`config.mk`:
```
export PLATFORM = sky130hd
export DESIGN_NAME = coproc_mem_reader
export DESIGN_NICKNAME = d
export VERILOG_FILES = /design/src/rtl/coproc_mem_reader.sv
export SDC_FILE = /design/constraint.sdc
export NUM_CORES = 1
export LEC_CHECK = 0
export ABC_AREA = 1
export BUFFER_PORTS_ARGS = -buffer_cell sky130_fd_sc_hd__buf_2
export CORE_ASPECT_RATIO = 1.1
export CORE_MARGIN = 1.5
export CORE_UTILIZATION = 59
export DETAILED_ROUTE_END_ITERATION = 6
export PLACE_DENSITY = 0.95
export SETUP_SLACK_MARGIN = 0.2
export SLEW_MARGIN = 20
export SYNTH_ARGS = -nofsm -noshare
export SYNTH_HDL_FRONTEND = slang
export SYNTH_SLANG_ARGS = --single-unit
```
`constraint.sdc`:
```
create_clock -name clk_i -period 3.8 [get_ports clk_i]
set_clock_uncertainty 0.05 [all_clocks]
set_input_delay 0.76 -clock clk_i [delete_from_list [all_inputs] [get_ports clk_i]]
set_output_delay 0.76 -clock clk_i [all_outputs]
set_load 0.02 [all_outputs]
```
`src/rtl/coproc_mem_reader.sv`:
```
// Coprocessor memory read engine: one 32-bit read per start/done handshake,
// split into two word-aligned OBI beats when the byte address is unaligned.
module coproc_mem_reader #(
  parameter bit ALLOW_UNALIGNED = 1'b1
) (
  input  logic        clk_i,
  input  logic        rst_ni,
  input  logic        cp_start_i,
  input  logic [31:0] cp_addr_i,
  output logic [31:0] cp_rdata_o,
  output logic        cp_done_o,
  output logic        cp_busy_o,
  output logic        mem_req_o,
  output logic [31:0] mem_addr_o,
  input  logic        mem_gnt_i,
  input  logic        mem_rvalid_i,
  input  logic [31:0] mem_rdata_i
);

  typedef enum logic [2:0] {
    IDLE  = 3'd0,
    REQ0  = 3'd1,
    WAIT0 = 3'd2,
    REQ1  = 3'd3,
    WAIT1 = 3'd4,
    DONE  = 3'd5
  } state_e;

  state_e      state_q, state_d;
  logic [29:0] word_q, word_d;
  logic [1:0]  off_q, off_d;
  logic [31:0] lo_q, lo_d;
  logic [31:0] rdata_q, rdata_d;
  logic [29:0] word_next;
  logic [31:0] merged;

  // The second beat wraps within the 30-bit word address space.
  assign word_next = word_q + 30'd1;

  // Little-endian merge: drop the low off_q bytes of the first word and
  // fill the top with the lowest bytes of the second word.
  always_comb begin
    merged = lo_q;
    case (off_q)
      2'd1:    merged = {mem_rdata_i[7:0],  lo_q[31:8]};
      2'd2:    merged = {mem_rdata_i[15:0], lo_q[31:16]};
      2'd3:    merged = {mem_rdata_i[23:0], lo_q[31:24]};
      default: merged = lo_q;
    endcase
  end

  always_comb begin
    state_d = state_q;
    word_d  = word_q;
    off_d   = off_q;
    lo_d    = lo_q;
    rdata_d = rdata_q;
    case (state_q)
      IDLE: begin
        if (cp_start_i) begin
          word_d  = cp_addr_i[31:2];
          off_d   = ALLOW_UNALIGNED ? cp_addr_i[1:0] : 2'b00;
          state_d = REQ0;
        end
      end
      REQ0: begin
        if (mem_gnt_i) state_d = WAIT0;
      end
      WAIT0: begin
        if (mem_rvalid_i) begin
          lo_d = mem_rdata_i;
          if (off_q == 2'b00) begin
            rdata_d = mem_rdata_i;
            state_d = DONE;
          end else begin
            state_d = REQ1;
          end
        end
      end
      REQ1: begin
        if (mem_gnt_i) state_d = WAIT1;
      end
      WAIT1: begin
        if (mem_rvalid_i) begin
          rdata_d = merged;
          state_d = DONE;
        end
      end
      DONE:    state_d = IDLE;
      default: state_d = IDLE;
    endcase
  end

  always_ff @(posedge clk_i or negedge rst_ni) begin
    if (!rst_ni) begin
      state_q <= IDLE;
      word_q  <= '0;
      off_q   <= '0;
      lo_q    <= '0;
      rdata_q <= '0;
    end else begin
      state_q <= state_d;
      word_q  <= word_d;
      off_q   <= off_d;
      lo_q    <= lo_d;
      rdata_q <= rdata_d;
    end
  end

  // All handshake outputs decode from registered state only.
  assign mem_req_o  = (state_q == REQ0) || (state_q == REQ1);
  assign mem_addr_o = (state_q == REQ0) ? {word_q, 2'b00} :
                      (state_q == REQ1) ? {word_next, 2'b00} : 32'h0;
  assign cp_busy_o  = (state_q != IDLE);
  assign cp_done_o  = (state_q == DONE);
  assign cp_rdata_o = rdata_q;

endmodule

```
==> results.sh, run 1 <==
export IMPL_worstMarginPinSlew_ps=820
export IMPL_num_vias=6417
export IMPL_start_kind="flop"
export IMPL_finalCoreUtilization_pct=69.8
export IMPL_grt_pass1_wl_um=27600
export IMPL_insertion_delay_ps=360
export IMPL_hpwl_um=11800
export IMPL_antenna_found_initial=1
export IMPL_final_common_cell="nand2_1"
export IMPL_die_w_um=100
export IMPL_slowest_stage="inv_1"
export IMPL_wl_per_cell_um=14.7
export IMPL_crit_required_ps=2990
export IMPL_first_global_vias=5888
export IMPL_grtUsageTotal_pct=31.7
export IMPL_path_delay_family="buffers and inverters"
export IMPL_r2r_slack_ps=1230
export IMPL_start_util_pct=61.5
export IMPL_antenna_cells=0
export IMPL_dieArea_sq_mm=0.0110
export IMPL_hold_viol_final=0
export IMPL_timing_setup_tns_ps=0
export IMPL_power_leakage_nw=3.81
export IMPL_pwr_share_seq_pct=34.3
export IMPL_cp_max_fo=14
export IMPL_cp_arrival_ps=2610
export IMPL_final_area_sq_mm=0.00697
export IMPL_clkSinkCount=99
export IMPL_drc=0
export IMPL_drt_iter0_drc=480
export IMPL_wl_um=16800
export IMPL_end_kind="output pin"
export IMPL_p_switching_mw=2.98
export IMPL_reg2reg_depth=7
export IMPL_clock_path_buffers=2
export IMPL_clockPowerShare_pct=11.7
export IMPL_grt_max_degree=64
export IMPL_ir_worst_vdd_mv=0.399
export IMPL_dr_pass1_iters=6
export IMPL_antenna_left=0
export IMPL_layout_nets=1084
export IMPL_cp_cell_sequence="inv_2 -> nor2_2 -> nand2_1 -> inv_1 -> a22oi_1 -> a21oi_1 -> buf_2"
export IMPL_numCtsBuffers=9
export IMPL_core_area_sq_mm=0.00998
export IMPL_ys_warn_count=0
export IMPL_postSynthCellCount=903
export IMPL_critical_path_class="reg -> out"
export IMPL_yosysSeqAreaShare_pct=40.4
export IMPL_comb_power_share_pct=53.9
export IMPL_htree_levels=3
export IMPL_setup_viol=0
export IMPL_viasPerCell=5.63
export IMPL_area_growth_pct=13.6
export IMPL_cts_setup_buffers=0
export IMPL_hold_class="in -> async"
export IMPL_synth_distinct_cells=39
export IMPL_max_stage_delay_ps=500
export IMPL_io_buffers=133
export IMPL_clock_root_buffer="clkbuf_8"
export IMPL_ys_seq_elements=99
export IMPL_cts_tree="done"
export IMPL_clkTransAtPathRegs_ps=100
export IMPL_intPower_mw=2.90
export IMPL_mappedNetlistArea_sq_mm=0.00614
export IMPL_fin_crit_sh_pct=90.0
export IMPL_p_sw_share_pct=50.7
export IMPL_avgSynthCellArea_sq_um=6.80
export IMPL_maxSlewHeadroom_pct=45.3
export IMPL_finalMaxSlewViolations=0
export IMPL_drive_gt1_share_pct=18.4
export IMPL_gp_congestion=0.977
export IMPL_ios=136
export IMPL_drv_cap=0
export IMPL_min_period_ps=3420
export IMPL_fin_ws_ps=381
export IMPL_cts_hold_buf=0
export IMPL_place_area_sq_mm=0.00678
export IMPL_die_y_um=110
export IMPL_row_count=38
export IMPL_fillers=845
export IMPL_path_buf_inv=3
export IMPL_fmax_ghz=0.293
export IMPL_post_cts_resized=0
export IMPL_rsz0062_at_grt="false"
export IMPL_pre_cts_ws_ps=844
export IMPL_outcome="completed"
export IMPL_p_per_area_mw_per_mm2=843
export IMPL_crit_cells=7
export IMPL_overflow=0
export IMPL_layout_common_cells="303 x nand2_1, 132 x buf_2, 116 x nor2_1"
-- synth_stat cells (all sizes together) --
| library cell | n | area share [%] |
|---|---|---|
| o21bai | 1 | 0.12 |
| a31oi | 2 | 0.20 |
| a21boi | 6 | 0.73 |
| nand4 | 11 | 1.1 |
| o21ai | 64 | 5.2 |
| nor2 | 121 | 7.9 |
| nor3 | 5 | 0.41 |
| o22ai | 3 | 0.31 |
| clkbuf | 10 | 0.63 |
| clkinv | 1 | 0.061 |
| conb | 1 | 0.061 |
| nand2 | 306 | 19 |
| mux2 | 15 | 2.8 |
| xor2 | 1 | 0.14 |
| dfrtp | 99 | 40 |
| inv | 81 | 5.0 |
| o211ai | 10 | 1.2 |
| nand3 | 55 | 4.9 |
| a22oi | 2 | 0.24 |
| or2 | 2 | 0.20 |
| buf | 30 | 3.1 |
| and2 | 1 | 0.10 |
| a21oi | 74 | 6.0 |
| ha | 1 | 0.20 |
| a22o | 1 | 0.14 |
-- routing by layer --
| layer | share of wire, % | up-vias | wire (um) | GRT usage (%) |
|---|---|---|---|---|
| met2 | 46 | 394 | 7700 | 51.1 |
| met1 | 41 | 2868 | 6830 | 41.6 |
| met3 | 11 | 40 | 1800 | 6.68 |
| met5 | 0.077 | - | 13 | 0 |
| met4 | 2.6 | 2 | 440 | 13.5 |
| li1 | - | 3113 | - | - |
-- kinds of logic after synthesis --
logic type / Yosys count / synth area share, %
flops: 99 / 40.4
other cells: 1 / 0.0611
compound gates: 163 / 14.2
buf+inv: 122 / 8.77
fa+ha+maj: 1 / 0.204
xor+xnor: 1 / 0.143
mux: 15 / 2.75
simple gates: 501 / 33.5
-- layout make-up --
class	count	area (sq um)	area share (%)
inverters	82	310	4.45
well taps	120	150	2.15
multi-input cells	683	3120	44.8
clock inverters	4	50.0	0.718
clock buffers	12	145	2.08
flip-flops and latches	99	2480	35.5
repair buffers	139	713	10.2
-- through the flow --
| stage | hold slack, ps | power, mW | std cells |
|---|---|---|---|
| floorplan | 403 | 4.26 | 904 |
| global placement | 409 | 5.05 | 1123 |
| detailed placement | 409 | 5.14 | 1123 |
| CTS | 435 | 5.84 | 1139 |
| global route | 455 | 6.35 | 1139 |
| finish | 425 | 5.88 | 1139 |
-- worst paths after layout --
kind | from | to
worst max-delay path | state_q[0]$_DFFE_PN0P_ | mem_addr_o[8]
worst min-delay path | rst_ni | word_q[8]$_DFFE_PN0P_
worst max register to register | state_q[1]$_DFFE_PN0P_ | cp_rdata_o[28]$_DFFE_PN0P_
worst min register to register | cp_rdata_o[4]$_DFFE_PN0P_ | cp_rdata_o[4]$_DFFE_PN0P_
max in group asynchronous | rst_ni | cp_rdata_o[12]$_DFFE_PN0P_
min in group clk_i | cp_rdata_o[4]$_DFFE_PN0P_ | cp_rdata_o[4]$_DFFE_PN0P_
-- power groups by stage --
stage | clock network [mW] | logic (mW) | registers (mW)
floorplan | 0 | 2.20 | 2.06
global placement | 0 | 3.06 | 2.00
detailed placement | 0 | 3.13 | 2.01
CTS | 0.698 | 3.14 | 2.00
global route | 0.741 | 3.53 | 2.07
finish | 0.690 | 3.17 | 2.02
-- flip-flops by register name, indices dropped and copies added (netlist names) --
signal      flops
cp_rdata_o     32
lo_q           32
off_q           2
state_q         3
word_q         30
Power figures use the tool's default switching activity.
==> inputs of run 2 (changes only) <==
--- a/config.mk
+++ b/config.mk
@@ -6,12 +6,13 @@
 export NUM_CORES = 1
 export LEC_CHECK = 0
 export ABC_AREA = 1
-export BUFFER_PORTS_ARGS = -buffer_cell sky130_fd_sc_hd__buf_2
 export CORE_ASPECT_RATIO = 1.1
 export CORE_MARGIN = 1.5
-export CORE_UTILIZATION = 59
+export CORE_UTILIZATION = 69
 export DETAILED_ROUTE_END_ITERATION = 6
+export DONT_BUFFER_PORTS = 1
 export PLACE_DENSITY = 0.95
+export RECOVER_POWER = 25
 export SETUP_SLACK_MARGIN = 0.2
 export SLEW_MARGIN = 20
 export SYNTH_ARGS = -nofsm -noshare
==> run 2 against run 1 <==
Effect of this change:
- power decreased by 2.3%
- sequential share of layout area increased by 3.5 points
- sequential power increased by 12%
- final area decreased by 9.0%
- critical path type unchanged
==> results.sh, run 2 (synthesized netlist as in run 1, its figures left out) <==
export IMPL_drv_cap=0
export IMPL_ff_latch_area_sq_mm=0.00248
export IMPL_htree_levels=3
export IMPL_clock_root_buffer="clkbuf_8"
export IMPL_grtUsageTotal_pct=38.2
export IMPL_p_per_area_mw_per_mm2=906
export IMPL_outcome="completed"
export IMPL_io_buffers=0
export IMPL_area_growth_pct=3.34
export IMPL_num_vias=6134
export IMPL_hold_class="in -> async"
export IMPL_clkTransAtPathRegs_ps=100
export IMPL_end_kind="output pin"
export IMPL_die_y_um=102
export IMPL_post_cts_resized=0
export IMPL_drive_gt1_share_pct=6.33
export IMPL_antenna_left=0
export IMPL_cts_setup_buffers=0
export IMPL_numCtsBuffers=9
export IMPL_ir_worst_vdd_mv=0.511
export IMPL_dr_pass1_iters=6
export IMPL_fillers=644
export IMPL_overflow=0
export IMPL_hpwl_um=12300
export IMPL_insertion_delay_ps=360
export IMPL_maxSlewHeadroom_pct=41.4
export IMPL_core_area_sq_mm=0.00850
export IMPL_cts_hold_buf=0
export IMPL_layout_common_cells="303 x nand2_1, 116 x nor2_1, 99 x dfrtp_1"
export IMPL_wl_per_cell_um=17.7
export IMPL_die_w_um=92.9
export IMPL_cp_arrival_ps=2600
export IMPL_place_area_sq_mm=0.00610
export IMPL_start_util_pct=72.2
export IMPL_ios=136
export IMPL_final_common_cell="nand2_1"
export IMPL_clock_path_buffers=2
export IMPL_fin_crit_sh_pct=89.7
export IMPL_multi_input_area_sq_mm=0.00312
export IMPL_antenna_found_initial=0
export IMPL_dieArea_sq_mm=0.00947
export IMPL_cp_max_fo=14
export IMPL_pre_cts_ws_ps=842
export IMPL_cts_tree="done"
export IMPL_fin_cells=996
export IMPL_row_count=35
export IMPL_grt_max_degree=100
export IMPL_drt_iter0_drc=430
export IMPL_fmax_ghz=0.293
export IMPL_rsz0062_at_grt="false"
export IMPL_fin_ws_ps=390
export IMPL_grt_pass1_wl_um=28300
export IMPL_final_area_sq_mm=0.00634
export IMPL_gp_congestion=0.932
export IMPL_power_leakage_nw=3.27
export IMPL_first_global_vias=5891
export IMPL_crit_required_ps=2990
export IMPL_wl_um=17600
export IMPL_hold_viol_final=0
export IMPL_antenna_cells=0
export IMPL_timing_setup_tns_ps=0
export IMPL_finalMaxSlewViolations=0
export IMPL_placed_cells=981
export IMPL_start_kind="flop"
export IMPL_clkSinkCount=99
export IMPL_drc=0
export IMPL_critical_path_class="reg -> out"
export IMPL_viasPerCell=6.16
export IMPL_setup_viol=0
export IMPL_worstMarginPinSlew_ps=879
export IMPL_layout_nets=951
export IMPL_min_period_ps=3410
## run 2: where the power goes
group,total [mW],internal (mW),switching (mW)
Clock,0.839,0.457,0.382
Sequential,2.27,1.54,0.727
Combinational,2.64,0.780,1.86
Total,5.74,2.78,2.97
## run 2: layer usage
layer,GRT usage (%),part of all wire (%)
met5,0,0
met4,19.1,3.6
met3,6.70,9.9
met2,65.0,49
met1,47.1,38
## run 2: critical path: stages (launching register included)
cell     delay [ps]
dfrtp_1         420
inv_2            90
nor2_2          110
buf_4           260
nand2_1         280
inv_1           460
a22oi_1         170
a21oi_1         440
## run 2: layout make-up
type,count,area share (%)
clock buffer,10,2.17
clock inverter,5,1.70
inverter,82,4.89
multi-input combinational,683,49.3
sequential,99,39.1
tap,111,2.19
timing repair buffer,6,0.710
## run 2: metrics by stage
stage | total power [mW] | hold WS, ps | util, %
global placement | 4.71 | 416 | 71.8
CTS | 5.68 | 13.5 | 74.6
detailed placement | 4.83 | 417 | 71.8
global route | 6.13 | 7.37 | 74.6
floorplan | 4.26 | 403 | -
finish | 5.74 | 23.2 | 74.6
## run 2: worst paths after layout
path                                             start                         end  slack, ps  depth (start not counted)
worst max-delay path            state_q[0]$_DFFE_PN0P_               mem_addr_o[8]        390                          7
worst min-delay path                            rst_ni       word_q[9]$_DFFE_PN0P_         20                          0
worst max register to register    off_q[0]$_DFFE_PN0P_  cp_rdata_o[12]$_DFFE_PN0P_       1520                          7
worst min register to register     lo_q[4]$_DFFE_PN0P_         lo_q[4]$_DFFE_PN0P_        450                          2
max in group asynchronous                       rst_ni      word_q[12]$_DFFE_PN0P_       3500                          0
min in group clk_i                        mem_rvalid_i      state_q[2]$_DFFE_PN0P_        440                          1
